[src/rtl/design205_pkg.sv]
// Shared constants and helpers for the design205 half-word multiply/rotate datapath.
package design205_pkg;

    localparam int WIDTH = 32;
    localparam int HALF  = 16;

    localparam logic [WIDTH-1:0] SAT_MAX = 32'h7FFF_FFFF;
    localparam logic [WIDTH-1:0] SAT_MIN = 32'h8000_0000;

    function automatic logic [WIDTH-1:0] rot_half(input logic [WIDTH-1:0] word);
        return {word[HALF-1:0], word[WIDTH-1:HALF]};
    endfunction

    // Overflow is only possible when both operands share a sign and the raw sum flips it.
    function automatic logic [WIDTH-1:0] sat_add(input logic [WIDTH-1:0] a,
                                                 input logic [WIDTH-1:0] b);
        logic [WIDTH-1:0] raw;
        raw = a + b;
        if (!a[WIDTH-1] && !b[WIDTH-1] && raw[WIDTH-1]) begin
            return SAT_MAX;
        end else if (a[WIDTH-1] && b[WIDTH-1] && !raw[WIDTH-1]) begin
            return SAT_MIN;
        end
        return raw;
    endfunction

endpackage

[src/rtl/design205_mul16.sv]
// Combinational signed 16x16 -> 32 multiplier placed between the two pipeline stages.
module design205_mul16 (
    input  logic signed [15:0] a,
    input  logic signed [15:0] b,
    output logic signed [31:0] p
);

    assign p = a * b;

endmodule

[src/rtl/design205_datapath.sv]
// Two-stage datapath: out = hi*lo + rotate16(in), registered twice.
// Define DESIGN205_DATAPATH_SAT_EN to make the final add saturate instead of wrap.
module design205_datapath
    import design205_pkg::*;
#(
    parameter int WIDTH = 32
) (
    input  logic             clk,
    input  logic             rst,
    input  logic [WIDTH-1:0] in,
    output logic [WIDTH-1:0] out
);

    logic [WIDTH-1:0]  a_d, a_q;
    logic [WIDTH-1:0]  out_d, out_q;
    logic signed [15:0] hi, lo;
    logic signed [31:0] p;
    logic [WIDTH-1:0]  r;

    always_comb begin
        a_d = in;
        hi  = a_q[31:16];
        lo  = a_q[15:0];
    end

    design205_mul16 u_mul (
        .a (hi),
        .b (lo),
        .p (p)
    );

    always_comb begin
        r = rot_half(a_q);
`ifdef DESIGN205_DATAPATH_SAT_EN
        out_d = sat_add(p, r);
`else
        out_d = p + r;
`endif
    end

    always_ff @(posedge clk or posedge rst) begin
        if (rst) begin
            a_q   <= '0;
            out_q <= '0;
        end else begin
            a_q   <= a_d;
            out_q <= out_d;
        end
    end

    assign out = out_q;

endmodule

[config.mk]
export PLATFORM = sky130hd
export DESIGN_NAME = design205_datapath
export DESIGN_NICKNAME = d
export VERILOG_FILES = /design/src/rtl/design205_pkg.sv /design/src/rtl/design205_mul16.sv /design/src/rtl/design205_datapath.sv
export SDC_FILE = /design/constraint.sdc
export NUM_CORES = 1
export LEC_CHECK = 0
export BUFFER_PORTS_ARGS = -buffer_cell sky130_fd_sc_hd__buf_2
export CORE_MARGIN = 2
export CORE_UTILIZATION = 30
export DETAILED_ROUTE_END_ITERATION = 8
export MAX_ROUTING_LAYER = met4
export PLACE_DENSITY = 0.44
export SETUP_SLACK_MARGIN = 0.02
export SKIP_LAST_GASP = 1
export SYNTH_ARGS = -nofsm -noshare
export SYNTH_HDL_FRONTEND = slang
export SYNTH_SLANG_ARGS = --single-unit
export TNS_END_PERCENT = 5
[constraint.sdc]
create_clock -name clk -period 6.2 [get_ports clk]
set_input_delay 0.31 -clock clk [delete_from_list [all_inputs] [get_ports clk]]
set_output_delay 0.31 -clock clk [all_outputs]
set_load 0.05 [all_outputs]
**After elaboration in Yosys (flattened, before gate mapping)**

Index checks and enable logic that the tools add are counted.

- Register bits: 64
- Output and inout port bits: 32

- Add/sub/neg operators: 1
- Multiply operators: 1

Operators by type and width:

| kind | count |
|---|---|
| 32-bit adder | 1 |
| 16-bit by 16-bit multiplier with 32-bit output | 1 |

**Longest topological paths before layout**

- Depth after elaboration: 2
- Mapped depth: 23

**Modules after synthesis**

A second synthesis with hierarchy kept.

- Cells, all modules: 1359
- Area, all modules: 12973.7 um2

By module, submodules not included:

| module | times used | cells an instance | area an instance (um2) | seq. area each (um2) |
|---|---|---|---|---|
| design205_mul16 | 1 | 1073 | 9766.9 | 0.0 |
| design205_datapath | 1 | 286 | 3206.8 | 1601.5 |

**Worst setup path after synthesis**

No wires, ideal clock.

- Kind: register to register
- From: reg a_q[31]
- To: reg out_q[31] (netlist: out[31])
- Data arrival time: 6.173 ns
- Data required time: 6.120 ns
- Setup slack: -0.053 ns
- Cell stages (with the launch flop): 23
- Buffers on the path: 1
- Cell sequence: dfrtp_1 > clkbuf_1 > nand2_1 > inv_1 > fa_1 > inv_1 > fa_1 > fa_1 > inv_1 > fa_1 > fa_1 > inv_1 > fa_1 > inv_1 > ha_1 > and4_2 > and2_2 > a32oi_1 > o2111ai_2 > a2111oi_2 > o31ai_1 > a21oi_1 > xnor2_1

- Cells in the longest elaborated chain, start to end: 2

RTL lines:

| item | line | source |
|---|---|---|
| from (decl) | design205_datapath.sv:14 | `logic [WIDTH-1:0] a_d, a_q;` |
| from (signal assigned) | design205_datapath.sv:43 | `a_q <= '0;` |
| from (signal assigned) | design205_datapath.sv:46 | `a_q <= a_d;` |
| 16-bit by 16-bit multiplier with 32-bit output | design205_mul16.sv:8 | `assign p = a * b;` |
| 32-bit adder * | design205_datapath.sv:37 | `out_d = p + r;` |
| net out_d[31] | design205_datapath.sv:15 | `logic [WIDTH-1:0] out_d, out_q;` |
| to (signal assigned) | design205_datapath.sv:47 | `out_q <= out_d;` |
| to (decl) | design205_datapath.sv:15 |  |

The timed path passes the listed nets; every way through them passes the cells marked *.

**Worst setup path after layout**

- From: reg a_q[5]
- To: reg out_q[30] (netlist: out[30])

Same word-level chain as after synthesis.

==> impl_results.md <==
* Outcome: completed
* Worst EP required at 6450 ps
* Routed WL at 33580 um
* ANT cells at 0
* Register area share after synthesis at 12.91%
* Hold-fix buffers, CTS at 0
* Hold crit path type: input port to flip-flop
* Pin count of the biggest net entering global routing at 65
* RSZ-0062 raised after global routing: true
* EDFF count, synth at 0
* Period minus WS final at 6042 ps
* Largest area contributor in the netlist: fa_1
* Post-placement setup slack at -344.3 ps
* CTS root buf: clkbuf_16
* Cell count after synthesis at 1267
* CTS clk-pin slew, worst paths at 60 ps
* # fillers at 4188
* GRT Total Usage at 17.45%
* Routed vias at 8564
* DRT iter0 DRCs at 355
* Count of final hold-check violations at 0
* First-pass GRT wire length at 55300 um
* Setup CP Type: flip-flop to flip-flop
* DR pass1 iterations at 5
* Synth top area share at 47.12%
* Post-detailed-route wirelength per cell at 16.93 um
* Avg Synthesized Cell Area at 9.792 um^2
* Die Ht at 207.4 um
* Core area at 40830 um^2
* Cell Area, Synth at 12410 um^2
* Met1 GRT Util at 20.02%
* Clk buf depth at 2
* Main synth FF type: dfrtp_1
* Area contributors post-synth: fa_1, dfrtp_1, inv_1
* Die width at 207.4 um
* Layout cells sized above 1 at 19.42%
* Synth Register Bits at 64
* Residual DRC at 0
* F_max at 165.5 MHz
* Final Slew Violations at 0
* TritonCTS clock tree: yes
* Slew margin rel. at 33.82%
* Max-Cap Viols at 0
* Detailed placer's ending HPWL at 29000 um
* Data arrival time of the worst path at 6290 ps
* Slew @ Worst Pin at 992.7 ps
* Fin crit share at 97.46%
* ANT nets after route at 0
* Fin nets at 1854
* Initial antenna violation count at 0
* Final Setup Violations at 0
* GR peak layer: met2
* Area growth, synth to finish at 20.92%
* H-tree depth at 3
* Met2 usage at 32.26%
* Rows at 74
* Yosys cell types at 48
* Commonest non-fill, non-tap cell in the layout: inv_1
* Syn nets at 1673
* Port Buffers at 65
* Final worst slack at 157.7 ps
* Vias in the first global route at 10140
* Vias/cell at 4.317
* Grt ovf at 0
* Element type at the critical path start: flip-flop
* Die area at 43000 um^2
* Routability cong. at 0.8500
* CTS Buf Count at 9
* Crit end category: flip-flop
* Post-synthesis async set-or-reset flop share at 100.0%
* Clk_lat worst skew at 370 ps
* Num Clock Sinks at 64
* Met3 usage at 2.163%
* Most frequent cells in the layout: inv_1, fa_1, nand2_1, buf_4, and2_1
* CP Max Fanout at 13
* Yosys warning count at 0
* Initial Util at 30.39%
* Top-Level Pins at 66
* Worst Skew at 11.51 ps
cell usage after synthesis (2+ instances only):
master and n:
a21o_1 8, dfrtp_1 64, o21bai_1 3, clkbuf_1 33, nand2b_1 6, a31oi_1 5, o211ai_1 2, xnor2_1 30
o21a_1 4, ha_1 80, and2_1 120, inv_1 362, a21o_2 2, and3_1 3, o31ai_1 2, nor4_1 2
a211oi_1 5, nor2b_1 13, xor2_1 8, fa_1 292, mux2_2 2, conb_1 2, a21oi_1 19, a211o_1 3
nand3_1 4, nand2_1 132, nor3_1 5, nor2_1 25, o21ai_0 12
path summary, 6_finish.rpt:
check,startpoint,endpoint,slack (ps),cells past startpoint
max in group asynchronous,rst,a_q[30],5230,3
min in group asynchronous,rst,out[18],240,3
worst max register to register,a_q[5],out[30],160,23
worst min register to register,a_q[16],out[0],760,2
worst min-delay path,in[3],a_q[3],50,1
worst max-delay path,a_q[5],out[30],160,23
sequential cells by signal, indices dropped and copies added, names as in the netlist:
| name | cells |
|---|---|
| a_q | 32 |
| out | 32 |
routing by layer:
metal / vias up / share of wire, %
met1: 4458 / 42
met5: - / 0
met3: 25 / 1.9
met4: 0 / 1.6
li1: 3991 / -
met2: 90 / 55
stage by stage:
stage	cells	util (%)	cell area (um^2)	hold slack (ps)	TNS, ps
6_report	1984	36.74	15000	54.32	0
5_1_grt	1984	36.74	15000	30.71	-343.2
4_1_cts	1976	36.01	14700	37.19	-182.4
3_5_place_dp	1959	35.00	14290	419.5	-1517
3_3_place_gp	1959	35.00	14290	417.8	-1436
2_1_floorplan	1267	-	12410	341.4	0
worst max-delay path, cell delays in order (launching register included):
cell	delay [ps]
dfrtp_1	390
buf_12	150
buf_4	150
and2_1	160
fa_2	470
fa_1	510
inv_1	50
fa_1	500
inv_1	50
fa_1	500
fa_1	490
inv_1	50
fa_1	470
inv_1	40
ha_1	280
and4_4	220
and2_4	160
nand3_2	100
nor3_4	260
buf_6	140
o2111ai_4	160
a31oi_4	240
nor4_1	60
a311o_1	320
kinds of logic after synthesis:
kind of cell | Yosys count | share of synthesized area (%)
AO/OA/AOI/OAI | 75 | 4.115
XOR/XNOR | 38 | 2.683
adder cells (fa/ha/maj) | 372 | 55.18
buffers and inverters | 397 | 12.04
flip-flops | 64 | 12.91
multiplexers | 2 | 0.1815
other | 2 | 0.06053
AND/OR/NAND/NOR | 317 | 12.83
what timing repair did:
action | CTS | global route
setup endpoints to repair | 10 | 13
gates resized for setup | 17 | 51
setup buffers | 2 | 8
pin swaps | 3 | 24
final cells by class:
cell class | instances | area (um^2) | area share, %
clock buffers | 10 | 239.0 | 1.593
clock inverters | 5 | 81.33 | 0.5421
inverters | 362 | 1359 | 9.058
multi-input cells | 806 | 9597 | 63.97
flip-flops and latches | 64 | 1622 | 10.81
well taps | 532 | 665.6 | 4.437
repair buffers | 205 | 1439 | 9.591
Power is left out: the tool's default activity adds up to more than one toggle a clock period on the data nets, which glitch-free logic cannot reach.
